$ cat src/rtl/namco_cusio_gen.sv
// namco_cusio_gen: custom I/O controller in the Namco 51XX role.
//   Decodes CPU command/data bus accesses, generates the periodic I/O NMI,
//   snapshots coin/start/player inputs once per VBLK frame, and keeps a BCD credit count.
// Optional feature macro: CUSIO_COIN_COUNTER_EN adds COINCNT[1:0] (one frame high per
//   accepted coin edge).
// Ports:
//   CL     system clock              RESET  async reset, active-high
//   VBLK   vertical blank            SYS    {service,0,coin2,coin1,4'b0}
//   START  start buttons             PLR    per player {b1,spare,left,down,right,up}
//   DSW0/1 DIP banks                 CS/WR  chip select / write strobe
//   AD     AD[4]=command, else index DI     write data
//   DO     read data (combinational) NMI0   I/O NMI request
module namco_cusio_gen #(
   parameter int unsigned PLAYERS     = 2,
   parameter int unsigned NMI_PERIOD  = 2400,
   parameter int unsigned NMI_WIDTH   = 200,
   parameter int unsigned MAX_CREDITS = 99,
   parameter int unsigned START_DELAY = 4
) (
   input  logic                   CL,
   input  logic                   RESET,
   input  logic                   VBLK,
   input  logic [7:0]             SYS,
   input  logic [PLAYERS-1:0]     START,
   input  logic [6*PLAYERS-1:0]   PLR,
   input  logic [7:0]             DSW0,
   input  logic [7:0]             DSW1,
   input  logic                   CS,
   input  logic                   WR,
   input  logic [4:0]             AD,
   input  logic [7:0]             DI,
   output logic [7:0]             DO,
   output logic                   NMI0
`ifdef CUSIO_COIN_COUNTER_EN
   ,output logic [1:0]            COINCNT
`endif
);

   localparam int          NP       = int'(PLAYERS);
   localparam int unsigned CNT_W    = $clog2(NMI_PERIOD + 1);
   localparam logic [CNT_W-1:0] CNT_MAX  = CNT_W'(NMI_PERIOD);
   localparam logic [CNT_W-1:0] PULSE_AT = CNT_W'(NMI_PERIOD - NMI_WIDTH);
   localparam logic [7:0]  MAX_C    = 8'(MAX_CREDITS);
   localparam logic [4:0]  NP5      = 5'(PLAYERS);

   function automatic logic [7:0] sat_add(input logic [7:0] a, input logic [3:0] b);
      logic [8:0] s;
      s = {1'b0, a} + {5'd0, b};
      return (s > {1'b0, MAX_C}) ? MAX_C : s[7:0];
   endfunction

   // Shift-and-add-3 binary to BCD; credits never exceed 99 so two digits suffice.
   function automatic logic [7:0] to_bcd(input logic [7:0] bin);
      logic [11:0] bcd;
      bcd = '0;
      for (int i = 7; i >= 0; i--) begin
         if (bcd[3:0] >= 4'd5)  bcd[3:0]  = bcd[3:0] + 4'd3;
         if (bcd[7:4] >= 4'd5)  bcd[7:4]  = bcd[7:4] + 4'd3;
         if (bcd[11:8] >= 4'd5) bcd[11:8] = bcd[11:8] + 4'd3;
         bcd = {bcd[10:0], bin[i]};
      end
      return bcd[7:0];
   endfunction

   // Direction code, priority up > right > down > left.
   function automatic logic [3:0] dir_code(input logic [3:0] d);
      if (d[0])      return 4'd0;
      else if (d[1]) return 4'd2;
      else if (d[2]) return 4'd4;
      else if (d[3]) return 4'd6;
      else           return 4'd8;
   endfunction

   logic [CNT_W-1:0] nmi_cnt_q;
   logic [7:0]       command_q;
   logic             mode_sw_q, nmi_en_q, credit_at_q;
   logic [1:0][3:0]  stg_coins_q, stg_cred_q, cfg_coins_q, cfg_cred_q;
   logic             vblk_q, tick;
   logic             svc_q;
   logic [1:0]       coin_held_q, coin_edge_q, coin_edge_now;
   logic [PLAYERS-1:0] start_held_q, start_edge_now, start_dly, b1_edge_q, b1_now, b1_held;
   logic [START_DELAY-1:0][PLAYERS-1:0] start_pipe_q;
   logic [6*PLAYERS-1:0] plr_q;
   logic [7:0]       credits_q, credits_d;
   logic [1:0][3:0]  coin_cnt_q, coin_cnt_d;
   logic [1:0]       coin_ok;
   logic             cmd_wr, data_wr;
   logic [3:0]       start_dly4;
   logic [5:0]       rd_pl;
   logic             rd_edge, idx_in, unused_spare;

   assign cmd_wr         = CS & WR & AD[4];
   assign data_wr        = CS & WR & ~AD[4];
   assign tick           = VBLK & ~vblk_q;
   assign coin_edge_now  = {SYS[5], SYS[4]} & ~coin_held_q;
   assign start_edge_now = START & ~start_held_q;
   assign start_dly      = start_pipe_q[START_DELAY-1];
   assign start_dly4     = 4'(start_dly);
   assign NMI0           = nmi_en_q & (nmi_cnt_q >= PULSE_AT);

   always_comb begin
      b1_now       = '0;
      b1_held      = '0;
      unused_spare = 1'b0;
      for (int p = 0; p < NP; p++) begin
         b1_now[p]    = PLR[6*p+5];
         b1_held[p]   = plr_q[6*p+5];
         unused_spare = unused_spare ^ plr_q[6*p+4];
      end
   end

   // Free-running NMI timer; commands never touch it.
   always_ff @(posedge CL or posedge RESET) begin
      if (RESET)                  nmi_cnt_q <= '0;
      else if (nmi_cnt_q == CNT_MAX) nmi_cnt_q <= '0;
      else                        nmi_cnt_q <= nmi_cnt_q + 1'b1;
   end

   always_ff @(posedge CL or posedge RESET) begin
      if (RESET) begin
         command_q   <= 8'h00;
         mode_sw_q   <= 1'b0;
         nmi_en_q    <= 1'b0;
         credit_at_q <= 1'b0;
         stg_coins_q <= '0;
         stg_cred_q  <= '0;
         cfg_coins_q <= '0;
         cfg_cred_q  <= '0;
      end else begin
         if (cmd_wr) begin
            command_q <= DI;
            nmi_en_q  <= (DI != 8'h10);
            if (DI == 8'hA1)                     mode_sw_q <= 1'b1;
            else if (DI == 8'hC1 || DI == 8'hE1) mode_sw_q <= 1'b0;
         end
         if (data_wr && command_q == 8'hC1) begin
            case (AD[3:0])
               4'd2: stg_coins_q[0] <= DI[3:0];
               4'd3: stg_cred_q[0]  <= DI[3:0];
               4'd4: stg_coins_q[1] <= DI[3:0];
               4'd5: stg_cred_q[1]  <= DI[3:0];
               4'd8: begin
                  cfg_coins_q <= stg_coins_q;
                  cfg_cred_q  <= stg_cred_q;
                  credit_at_q <= 1'b1;
               end
               default: ;
            endcase
         end
      end
   end

   // Credit update applied at a frame tick; coin1 then coin2, clamp, then starts lowest first.
   always_comb begin
      credits_d  = credits_q;
      coin_cnt_d = coin_cnt_q;
      coin_ok    = 2'b00;
      if (credit_at_q) begin
         for (int c = 0; c < 2; c++) begin
            if (c == 0 && cfg_coins_q[0] == 4'd0) begin
               credits_d = 8'd2;  // free play
            end else if (coin_edge_now[c] && credits_d < MAX_C) begin
               coin_ok[c] = 1'b1;
               if (({1'b0, coin_cnt_q[c]} + 5'd1) >= {1'b0, cfg_coins_q[c]}) begin
                  credits_d     = sat_add(credits_d, cfg_cred_q[c]);
                  coin_cnt_d[c] = 4'd0;
               end else begin
                  coin_cnt_d[c] = coin_cnt_q[c] + 4'd1;
               end
            end
         end
         if (credits_d > MAX_C) credits_d = MAX_C;
         for (int n = 0; n < NP; n++) begin
            if (start_dly[n] && credits_d >= 8'(n + 1)) credits_d = credits_d - 8'(n + 1);
         end
      end
   end

   always_ff @(posedge CL or posedge RESET) begin
      if (RESET) begin
         vblk_q       <= 1'b0;
         svc_q        <= 1'b0;
         coin_held_q  <= '0;
         coin_edge_q  <= '0;
         start_held_q <= '0;
         start_pipe_q <= '0;
         plr_q        <= '0;
         b1_edge_q    <= '0;
         credits_q    <= 8'd0;
         coin_cnt_q   <= '0;
      end else begin
         vblk_q <= VBLK;
         if (tick) begin
            svc_q           <= SYS[7];
            coin_held_q     <= {SYS[5], SYS[4]};
            coin_edge_q     <= coin_edge_now;
            start_held_q    <= START;
            start_pipe_q[0] <= start_edge_now;
            for (int i = 1; i < int'(START_DELAY); i++) start_pipe_q[i] <= start_pipe_q[i-1];
            plr_q           <= PLR;
            b1_edge_q       <= b1_now & ~b1_held;
            credits_q       <= credits_d;
            coin_cnt_q      <= coin_cnt_d;
         end
      end
   end

`ifdef CUSIO_COIN_COUNTER_EN
   logic [1:0] coincnt_q;
   always_ff @(posedge CL or posedge RESET) begin
      if (RESET)     coincnt_q <= 2'b00;
      else if (tick) coincnt_q <= coin_ok;
   end
   assign COINCNT = coincnt_q;
`else
   logic unused_coin_ok;
   assign unused_coin_ok = ^coin_ok;
`endif

   logic unused_sys;
   assign unused_sys = ^{SYS[6], SYS[3:0], unused_spare};

   assign idx_in = {1'b0, AD[3:0]} <= NP5;

   always_comb begin
      rd_pl   = '0;
      rd_edge = 1'b0;
      for (int p = 0; p < NP; p++) begin
         if (AD[3:0] == 4'(p + 1)) begin
            rd_pl   = plr_q[6*p +: 6];
            rd_edge = b1_edge_q[p];
         end
      end
      DO = 8'hFF;
      if (AD[4]) begin
         DO = 8'h00;
      end else begin
         case (command_q)
            8'h71: begin
               if (AD[3:0] == 4'd0) begin
                  DO = mode_sw_q ? ~{svc_q, 1'b0, start_dly4[1], start_dly4[0], 2'b00,
                                     coin_edge_q[1], coin_edge_q[0]}
                                 : to_bcd(credits_q);
               end else if (idx_in) begin
                  DO = mode_sw_q ? ~{2'b00, rd_pl[5], rd_edge, rd_pl[3:0]}
                                 : {2'b11, ~rd_pl[5], ~rd_edge, dir_code(rd_pl[3:0])};
               end
            end
            8'hB1: if (idx_in) DO = 8'h00;
            8'hD2: begin
               if (AD[3:0] == 4'd0)      DO = DSW0;
               else if (AD[3:0] == 4'd1) DO = DSW1;
            end
            default: ;
         endcase
      end
   end

endmodule
$ cat config.mk
export PLATFORM = sky130hd
export DESIGN_NAME = namco_cusio_gen
export DESIGN_NICKNAME = d
export VERILOG_FILES = /design/src/rtl/namco_cusio_gen.sv
export SDC_FILE = /design/constraint.sdc
export NUM_CORES = 1
export LEC_CHECK = 0
export CAP_MARGIN = 15
export CORE_MARGIN = 8
export CORE_UTILIZATION = 53
export CTS_CLUSTER_SIZE = 28
export DETAILED_ROUTE_END_ITERATION = 10
export PLACE_DENSITY = 0.77
export SLEW_MARGIN = 20
export SYNTH_ARGS = -nofsm -noshare
export SYNTH_HDL_FRONTEND = slang
export SYNTH_SLANG_ARGS = --single-unit
$ cat constraint.sdc
create_clock -name CL -period 6.74 [get_ports CL]
set_clock_uncertainty 0.2 [all_clocks]
set_input_delay 1.348 -clock CL [delete_from_list [all_inputs] [get_ports CL]]
set_output_delay 1.348 -clock CL [all_outputs]
set_load 0.005 [all_outputs]
==> results of run 1 <==
-- final cells by class --
type	count	area (um2)	area share, %
flip-flops and latches	99	2477	26.06
multi-input cells	637	4862	51.15
well taps	176	220.2	2.317
inverters	32	125.1	1.316
clock buffers	10	239.0	2.514
clock inverters	6	87.58	0.9214
repair buffers	181	1494	15.72
-- repair_timing --
| item | in CTS | in global routing |
|---|---|---|
| pin swaps | 11 | 47 |
| endpoints found under the setup margin | 14 | 14 |
| hold buffers | 0 | 0 |
| gates resized for setup | 40 | 83 |
| setup buffers | 11 | 18 |
-- final timing paths --
check	cells past startpoint	end
min in group asynchronous	2	start_held_q[0]
worst min-delay path	2	svc_q
max in group asynchronous	3	coin_cnt_q[2]
worst max register to register	30	credits_q[2]
worst max-delay path	28	credits_q[2]
worst min register to register	2	svc_q
-- cell families after synthesis --
logic type | after synthesis | synth area share (%)
AO/OA/AOI/OAI | 193 | 19.73
XOR/XNOR | 30 | 3.846
adder cells (fa/ha/maj) | 40 | 7.336
buffers and inverters | 63 | 3.437
flip-flops | 99 | 35.26
multiplexers | 49 | 7.835
AND/OR/NAND/NOR | 325 | 22.56
-- registers in the layout (all words and copies together) (netlist names) --
name          count
vblk_q            1
command_q         8
nmi_cnt_q        12
cfg_coins_q       8
svc_q             1
credit_at_q       1
coin_cnt_q        8
plr_q            10
coin_held_q       2
nmi_en_q          1
cfg_cred_q        8
start_held_q      2
b1_edge_q         2
start_dly         2
mode_sw_q         1
credits_q         8
start_pipe_q      6
coin_edge_q       2
stg_cred_q        8
stg_coins_q       8
-- synth_stat cells (all sizes together) (6+ instances only) --
library cell and n:
nor4 9, nand3 31, or2 7, a22oi 7, a211oi 11, buf 6, and3 7, a21boi 6
mux2 38, or4 7, dfrtp 99, ha 38, o31ai 7, a31oi 15, nand4 7, nand2 133
nor2 51, o221ai 8, nor3 19, and2 7, inv 32, nand2b 11, xnor2 21, nor2b 9
xor2 9, o211ai 9, a21oi 30, clkbuf 25, o21ai 40, mux2i 11, nand3b 7, o21a 7
-- per-stage QoR --
stage | area, um2 | TNS, ps
2_1_floorplan | 7054 | 0
3_3_place_gp | 8478 | -3273
3_5_place_dp | 8478 | -5033
4_1_cts | 9006 | -74.35
5_1_grt | 9505 | -2051
6_report | 9505 | -71.14
-- metal layers --
layer  up-vias  routed length [um]  global-route usage, %
met5         -                   0                      0
met4         0                 641                  8.457
met3        62                1257                  5.069
met2       261               10660                  39.98
met1      3394                8663                  27.02
li1       3238                   -                      -
-- placed cells by master, fill, tap and decap left out, types with 23 or more instances in the layout --
cell type        netlist  routed
a21oi_1               30      23
ha_1                  38      25
clkdlybuf4s50_1        0      50
nand3_1               30      29
nand2_1              133     132
buf_4                  0     122
mux2_2                38      37
dfrtp_1               99      99
nor2_1                50      46
o21ai_0               37      30
inv_1                 32      29
-- critical path, delay by kind of cell --
kind / cells / cell delay [ps]
buf+inv: 5 / 820
fa+ha+maj: 3 / 730
simple gates: 6 / 1230
compound gates: 12 / 2360
mux: 1 / 120
xor+xnor: 1 / 200
-- power by group --
part	switching (mW)	leakage, nW	internal (mW)
combinational	0.130	2.74	0.128
sequential	0.0325	1.26	0.628
clock	0.224	0.163	0.336
total	0.387	4.16	1.09
==> metrics.md, run 1 <==
| Metric | Value |
|---|---|
| Status | finished, violations left |
| Failing checks | setup timing |
| Crit Reg-Reg Startpoint | cfg_cred_q[0] |
| Final setup vio count | 2 |
| Die ar. | 17200 um2 |
| Starting Density | 53.70% |
| Worst setup EP type | flip-flop |
| CTS buffer count | 9 |
| Sequential area share after synthesis | a little over a third |
| Layout Cells excl Fill | 1141 |
| Post-synth EDFFs | 0 |
| Initial antenna violation count | 0 |
| DRT iter0 DRCs | approximately 440 |
| Area growth syn-to-layout | 35.27% |
| Vias in the first global route | 6824 |
| DRT Pass-1 Iters | 5 |
| Max Clock Freq | 0.1472 GHz |
| H-tree levels | 3 |
| Clk buf depth | 2 |
| Startpoint types | primary input |
| Fraction of layout cells with a size suffix above 1 | just under 30% |
| Worst Path Class, Setup | in2reg |
| Largest net degree at the start of global routing | 55 |
| Clock root buffer | clkbuf_16 |
| Worst Path Required | roughly 6800 ps |
| Cells after Synth | 799 |
| Cell Area, Synth | roughly 7000 um2 |
| Hold Crit Class | reg2reg |
| Max stage delay on crit path | 390 ps |
| Core Box Area | 13090 um2 |
| Per-cell routed wire length | ~19 um |
| Net Count, Synth | 895 |
| Vias | 6955 |
| Final WL | 21220 um |
| Final hold vios | 0 |
| Synth Register Bits | 99 |
| Worst-path clk slew | 70 ps |
| Largest cells by area after synthesis | dfrtp_1, nand2_1, ha_1 |
| Die Ht | around 130 um |
| Critical Path Fanout Max | 4 |
| GP Congestion | 0.9414 |
| Synthesis Warnings | 0 |
| Placed cells | 1098 |
| Pwr dens | 155.7 nW/um2 |
| Final core utilization | 72.64% |
| Max_cap viols | 0 |
| Final ANT Viol Nets | 0 |
| Post-synth top area share | 35.26% |
| Tmin final | 6793 ps |
| Slew headroom | 25.22% |
| Die width | 131.1 um |
| Ant diodes | 0 |
| # IOs | 65 |
| Clk_lat worst skew | 340 ps |
| Fin nets | 1056 |
| Min-delay src | svc_q |
| Number of vias per cell | 6.096 |
| CTS tree | done |
| Worst-Margin Slew | 1113 ps |
| Crit path DAT | between 6000 and 7000 ps |
| Netlist cell types | 79 |
| Leak | 4.159 nW |
| Top cell type by total area after synthesis | dfrtp_1 |
| Worst reg-to-reg setup slack | -50 ps |
| Dpl hpwl | 15260 um |
| Final period util | 100.8% |
| Overall Power | 1.480 mW |
| Hold WS | 269.2 ps |
| Async SR Flop Fraction | 100.0% |
| Worst path slowest cell | or3_1 |
| RSZ-0062 raised after global routing | true |
| Synth Area per Inst | a little under 9 um2 |
| Ys flop type | dfrtp_1 |
| Count of pins over their slew limit | 0 |
| # port buffers | 57 |
| GRT Total Usage | 22.92% |
| Filler Cells Inserted | 919 |
| Wire length of the first global-routing pass | 32860 um |
| Final setup margin | -53.09 ps |
| Worst Setup SP | SYS[4] |
| Total grt overflow | 0 |
| Clock sinks | 99 |
| Remaining DRCs | 0 |
| Cell Rows | 42 |
| Setup WS pre-CTS | -705.4 ps |
| VDD IR-drop max | 0.1637 mV |
(Power assumes the default switching activity.)
==> inputs of run 2 (changes only) <==
--- a/config.mk
+++ b/config.mk
@@ -7,10 +7,11 @@
 export LEC_CHECK = 0
 export CAP_MARGIN = 15
 export CORE_MARGIN = 8
-export CORE_UTILIZATION = 53
+export CORE_UTILIZATION = 32
 export CTS_CLUSTER_SIZE = 28
 export DETAILED_ROUTE_END_ITERATION = 10
-export PLACE_DENSITY = 0.77
+export GPL_TIMING_DRIVEN = 0
+export PLACE_DENSITY = 0.51
 export SLEW_MARGIN = 20
 export SYNTH_ARGS = -nofsm -noshare
 export SYNTH_HDL_FRONTEND = slang
==> constraint.sdc (replaced) <==
create_clock -name CL -period 6.74 [get_ports CL]
set_clock_uncertainty 0.2 [all_clocks]
set_input_delay 1.685 -clock CL [delete_from_list [all_inputs] [get_ports CL]]
set_output_delay 1.685 -clock CL [all_outputs]
set_load 0.005 [all_outputs]
==> run 2 against run 1 <==
Against the previous run:
- the flow still finishes with violations (setup timing)
- register-to-register slack worse by 20 ps
- critical path type unchanged
- sequential power about the same
- hold slack better by 1.2 ps
- sequential share of layout area down 0.37 points
- first-iteration DRC count down 9.0%
- largest power group unchanged
- via count down 6.0%
- clock power down 11%
- utilization down 28 points
==> metrics.md, run 2 (same netlist as run 1, synthesis figures left out) <==
| Metric | Value |
|---|---|
| Die Ht | 164.2 um (was 131.1 um) |
| Clock root buffer | clkbuf_16 (unchanged) |
| Die width | 164.2 um (was 131.1 um) |
| Filler Cells Inserted | 2115 (was 919) |
| Post-CTS Hold Fix Bufs | 0 (unchanged) |
| Max_cap viols | 0 (unchanged) |
| Count of pins over their slew limit | 0 (unchanged) |
| Layout Cells excl Fill | 1224 (was 1141) |
| Final setup vio count | 4 (was 2) |
| Worst-Margin Slew | 951.7 ps (was 1113 ps) |
| Final period util | 101.8% (was 100.8%) |
| Crit path DAT | 6900 ps (was 6820 ps) |
| GP Congestion | 0.8430 (was 0.9414) |
| Remaining DRCs | 0 (unchanged) |
| Most flop-heavy register | nmi_cnt_q (unchanged) |
| Starting Density | 32.40% (was 53.70%) |
| Placed cells | 1134 (was 1098) |
| # port buffers | 54 (was 57) |
| Hold Crit Class | reg2reg (unchanged) |
| Most common cell after layout, fill and taps aside | nand2_1 (unchanged) |
| Overall Power | 1.423 mW (was 1.480 mW) |
| Cell Rows | 54 (was 42) |
| CTS buffer count | 9 (unchanged) |
| Final hold vios | 0 (unchanged) |
| Clock sinks | 99 (unchanged) |
| CTS tree | done (unchanged) |
| Core Box Area | 21690 um2 (was 13090 um2) |
| Largest regs | nmi_cnt_q x12, plr_q x10 (unchanged) |
| Setup TNS | -308.7 ps (was -71.14 ps) |
| Tmin final | 6858 ps (was 6793 ps) |
| DRT Pass-1 Iters | 5 (unchanged) |
| DRT iter0 DRCs | 403 (was 443) |
| Per-cell routed wire length | 17.22 um (was 18.60 um) |
| Slew headroom | 35.97% (was 25.22%) |
| Die ar. | 26960 um2 (was 17200 um2) |
| Largest net degree at the start of global routing | 63 (was 55) |
| Max Clock Freq | 0.1458 GHz (was 0.1472 GHz) |
| H-tree levels | 3 (unchanged) |
| Pwr dens | 147.1 nW/um2 (was 155.7 nW/um2) |
| VDD IR-drop max | 0.1245 mV (was 0.1637 mV) |
| Worst Path Required | 6780 ps (was 6770 ps) |
| Clk_lat worst skew | 350 ps (was 340 ps) |
| Vias in the first global route | 6472 (was 6824) |
| Fin nets | 1035 (was 1056) |
| Number of vias per cell | 5.342 (was 6.096) |
| Worst-path clk slew | 70 ps (about the same) |
| Worst Path Class, Setup | in2reg (unchanged) |
| Area growth syn-to-layout | 37.66% (was 35.27%) |
| Critical Path Fanout Max | 7 (was 4) |
| Clk buf depth | 2 (unchanged) |
| Startpoint types | primary input (unchanged) |
| Worst setup EP type | flip-flop (unchanged) |
| RSZ-0062 raised after global routing | true (unchanged) |
| # IOs | 65 (unchanged) |
| Largest register FFs | 12 (unchanged) |
| Status | finished, violations left (unchanged) |
| Final WL | 21080 um (was 21220 um) |
| Commonest non-fill, non-tap cells in the layout | nand2_1, dfrtp_1, buf_4, clkdlybuf4s50_1, nor2_1 (was nand2_1, buf_4, dfrtp_1, clkdlybuf4s50_1, nor2_1) |
| Initial antenna violation count | 0 (unchanged) |
| Register area | 2485 um2 (was 2477 um2) |
| Wire length of the first global-routing pass | 33780 um (was 32860 um) |
| Final setup margin | -118.0 ps (was -53.09 ps) |
| Dpl hpwl | 15130 um (was 15260 um) |
| Area of the multi-input gates | 5107 um2 (was 4862 um2) |
| GRT Total Usage | 15.64% (was 22.92%) |
| Failing checks | setup timing (unchanged) |
| Fraction of layout cells with a size suffix above 1 | 30.40% (was 29.02%) |
| Vias | 6539 (was 6955) |
| Total grt overflow | 0 (unchanged) |
| Ant diodes | 0 (unchanged) |
| Final ANT Viol Nets | 0 (unchanged) |
| Leak | 4.071 nW (was 4.159 nW) |
[run 2: through the flow]
stage          hold WS, ps  cell area [um2]  worst slack (ps)  util (%)
2_1_floorplan        236.8             7196             12.93         -
3_3_place_gp         253.7             8087             -1493     37.29
3_5_place_dp         255.7             8130             -1540     37.49
4_1_cts              271.6             9061            -208.4     41.78
5_1_grt              287.6             9673            -311.4     44.60
6_report             270.4             9673            -118.0     44.60
[run 2: metal layers]
layer  vias up  GRT usage [%]  part of all wire (%)  routed length [um]
met5         -              0                     0                   0
met4         0          4.463                   1.6                 346
met3        25          2.356                   2.9                 617
met2       118          25.12                    47                9883
met1      3195          21.40                    49               10240
li1       3201              -                     -                   -
[run 2: where the power goes]
group	leakage, nW	switching, mW	internal (mW)
logic	2.68	0.133	0.133
clock network	0.144	0.234	0.264
registers	1.25	0.0304	0.628
[run 2: final timing paths]
kind / startpoint / to / slack (ps) / cells after the start
max: SYS[4] / credits_q[6] / -120 / 27
min: start_pipe_q[0] / start_pipe_q[0] / 270 / 2
max reg2reg: cfg_cred_q[2] / credits_q[6] / -70 / 29
min reg2reg: start_pipe_q[0] / start_pipe_q[0] / 270 / 2
max in group asynchronous: RESET / cfg_coins_q[0] / 4190 / 3
min in group asynchronous: RESET / plr_q[7] / 1510 / 2
[run 2: layout make-up]
class,count,area share (%)
flip-flops and latches,99,25.69
inverters,32,1.410
clock inverters,6,0.4657
multi-input cells,637,52.80
clock buffers,10,2.471
well taps,280,3.622
plain buffers,29,1.604
repair buffers,131,11.94
[run 2: timing repair]
item | 4_1_cts | 5_1_grt
resized for setup | 112 | 84
pin swaps | 48 | 55
endpoints found under the setup margin | 15 | 14
setup buffers | 43 | 35
endpoints found under the hold margin | 0 | 0
[run 2: worst max-delay path, stage by stage]
cell and delay [ps]:
buf_6 70, nor3b_4 260, o21a_1 200, nand2_2 80, buf_8 160, or4bb_4 550
a21oi_4 210, ha_4 180, inv_4 40, a21oi_4 180, or2_4 190, o211ai_1 110
a211oi_2 380, buf_4 190, a211oi_4 40, o21ai_2 180, o31a_1 190, a211oi_4 60
buf_4 190, ha_4 160, inv_2 60, nand2_2 60, o31a_1 340, mux2_4 280
nand3_2 120, or4b_1 490, a22o_1 210
==> inputs of run 3 (changes only) <==
--- a/config.mk
+++ b/config.mk
@@ -6,6 +6,7 @@
 export NUM_CORES = 1
 export LEC_CHECK = 0
 export CAP_MARGIN = 15
+export CORE_ASPECT_RATIO = 0.8
 export CORE_MARGIN = 8
 export CORE_UTILIZATION = 32
 export CTS_CLUSTER_SIZE = 28
==> run 3 against run 2 <==
Against the previous run:
- the run still ends with setup timing left
- register-to-register slack worse by 40 ps
- critical endpoint is now DO[2]
- clock power up 12%
- wire length up 4.8%
- worst setup slack worse by 36 ps
- hold slack worse by 1.8 ps
==> metrics.md, run 3 (same netlist as run 1, synthesis figures left out) <==
| Metric | Value |
|---|---|
| Final instance area | 9794 um2 (was 9673 um2) |
| Max_cap viols | 0 (unchanged) |
| Final ANT Viol Nets | 0 (unchanged) |
| Clock sinks | 99 (unchanged) |
| Most common cell after layout, fill and taps aside | nand2_1 (unchanged) |
| DRT Pass-1 Iters | 5 (unchanged) |
| Worst-Margin Slew | 952.4 ps (was 951.7 ps) |
| Worst path slowest cell | dfrtp_1 (was or4bb_4) |
| Wire length of the first global-routing pass | 34070 um (was 33780 um) |
| Failing checks | setup timing (unchanged) |
| Cell Rows | 48 (was 54) |
| Starting Density | 32.59% (was 32.40%) |
| Tmin final | 6894 ps (was 6858 ps) |
| Die ar. | 26990 um2 (was 26960 um2) |
| Die Ht | 148.5 um (was 164.2 um) |
| Final setup vio count | 5 (was 4) |
| Crit path DAT | 5010 ps (was 6900 ps) |
| Fraction of layout cells with a size suffix above 1 | 31.28% (was 30.40%) |
| Crit Reg-Reg Startpoint | cfg_cred_q[3] (was cfg_cred_q[2]) |
| Count of pins over their slew limit | 0 (unchanged) |
| Worst Path Class, Setup | reg2out (was in2reg) |
| Final core utilization | 45.43% (was 44.60%) |
| Final period util | 102.3% (was 101.8%) |
| Critical Path Fanout Max | 4 (was 7) |
| Remaining DRCs | 0 (unchanged) |
| Pwr dens | 152.7 nW/um2 (was 147.1 nW/um2) |
| Most flop-heavy register | nmi_cnt_q (unchanged) |
| R2R cell count | 27 (was 29) |
| CTS buffer count | 9 (unchanged) |
| Hold Crit Class | reg2reg (unchanged) |
| Cell Area, Placed | 8119 um2 (was 8130 um2) |
| # IOs | 65 (unchanged) |
| Worst Setup SP | credits_q[6] (was SYS[4]) |
| CP delay by family, top | compound AO/OA/AOI/OAI gates (unchanged) |
| DRT iter0 DRCs | 409 (was 403) |
| Vias | 6623 (was 6539) |
| Per-cell routed wire length | 18.14 um (was 17.22 um) |
| Max Clock Freq | 0.1451 GHz (was 0.1458 GHz) |
| Worst path depth | 26 (was 27) |
| RSZ-0062 raised after global routing | true (unchanged) |
| GRT Total Usage | 15.68% (was 15.64%) |
| Final setup margin | -153.9 ps (was -118.0 ps) |
| Total grt overflow | 0 (unchanged) |
| Min-delay src | start_pipe_q[1] (was start_pipe_q[0]) |
| GP Congestion | 0.8849 (was 0.8430) |
| Ant diodes | 0 (unchanged) |
| Clk buf depth | 2 (unchanged) |
| Final hold vios | 0 (unchanged) |
| Number of vias per cell | 5.438 (was 5.342) |
| Worst Path Required | 4860 ps (was 6780 ps) |
| Leak | 4.071 nW (about the same) |
| Worst-path clk slew | 80 ps (was 70 ps) |
| Die width | 181.7 um (was 164.2 um) |
| Max stage delay on crit path | 410 ps (was 550 ps) |
| Core Box Area | 21560 um2 (was 21690 um2) |
| Largest regs | nmi_cnt_q x12, plr_q x10 (unchanged) |
| Most frequent CP cell | ha_2 |
| Status | finished, violations left (unchanged) |
| Largest register FFs | 12 (unchanged) |
| Vias in the first global route | 6233 (was 6472) |
| Initial antenna violation count | 0 (unchanged) |
| CTS tree | done (unchanged) |
| Largest net degree at the start of global routing | 66 (was 63) |
| # port buffers | 54 (unchanged) |
| Worst setup EP type | output pin (was flip-flop) |
| Critical path buffers and inverters | 4 (was 6) |
| VDD IR-drop max | 0.1017 mV (was 0.1245 mV) |
| Startpoint types | flip-flop (was primary input) |
| Commonest non-fill, non-tap cells in the layout | nand2_1, dfrtp_1, buf_4, clkdlybuf4s50_1, nor2_1 (unchanged) |
| H-tree levels | 3 (unchanged) |
| Clock root buffer | clkbuf_16 (unchanged) |
| Area growth syn-to-layout | 39.39% (was 37.66%) |
| Slew headroom | 35.92% (was 35.97%) |
| Dpl hpwl | 15610 um (was 15130 um) |
| Worst hold path depth | 2 (unchanged) |
| Final WL | 22090 um (was 21080 um) |
| Clk_lat worst skew | 360 ps (was 350 ps) |
| Fin nets | 1034 (was 1035) |
-- run 3: repair_timing --
action                                  in CTS  in global routing
setup buffers                               53                 25
resized for setup                          122                 95
pin swaps                                   42                 56
endpoints found under the setup margin      15                 14
hold buffers                                 0                  0
-- run 3: area by class of cell --
| cell class | count | area (um2) |
|---|---|---|
| flip-flops and latches | 99 | 2487 |
| well taps | 275 | 344.1 |
| clock buffers | 9 | 225.2 |
| repair buffers | 131 | 1151 |
| clock inverters | 7 | 97.59 |
| fillers | 2031 | 11770 |
| plain buffers | 28 | 142.6 |
| inverters | 32 | 133.9 |
| multi-input cells | 637 | 5213 |
-- run 3: report_power, final --
group / switching (mW) / internal [mW]
Combinational: 0.139 / 0.140
Sequential: 0.0313 / 0.628
Clock: 0.260 / 0.298
-- run 3: path summary, 6_finish.rpt --
kind,end,slack (ps)
max in group asynchronous,credits_q[5],4190
min,start_pipe_q[1],270
max reg2reg,credits_q[6],-110
max,DO[2],-150
min reg2reg,start_pipe_q[1],270
min in group asynchronous,nmi_cnt_q[6],1480
-- run 3: stage by stage --
stage | power [mW] | TNS, ps | setup slack (ps) | instances | hold slack [ps]
2_1_floorplan | 0.7870 | 0 | 12.93 | 799 | 236.8
3_3_place_gp | 0.8704 | -17840 | -1612 | 1128 | 247.1
3_5_place_dp | 0.8732 | -17520 | -1577 | 1129 | 252.2
4_1_cts | 1.472 | -247.9 | -106.8 | 1195 | 273.1
5_1_grt | 1.563 | -2623 | -348.7 | 1218 | 289.4
6_report | 1.496 | -440.9 | -153.9 | 1218 | 268.6
-- run 3: per-layer routing --
metal  routed length (um)  vias to the layer above  GRT usage, %
li1                     -                     3214             -
met1                11040                     3211         23.10
met2                 9410                      171         22.75
met3                 1306                       27         3.340
met4                  333                        0         3.887
met5                    0                        -             0
-- run 3: worst reg2reg max path: cells and delay by family (launching register included) --
kind / cells / cell delay (ps)
buffers and inverters: 4 / 530
AND/OR/NAND/NOR: 5 / 1440
multiplexers: 1 / 260
AO/OA/AOI/OAI: 14 / 3030
flip-flops: 1 / 460
adder cells (fa/ha/maj): 3 / 810
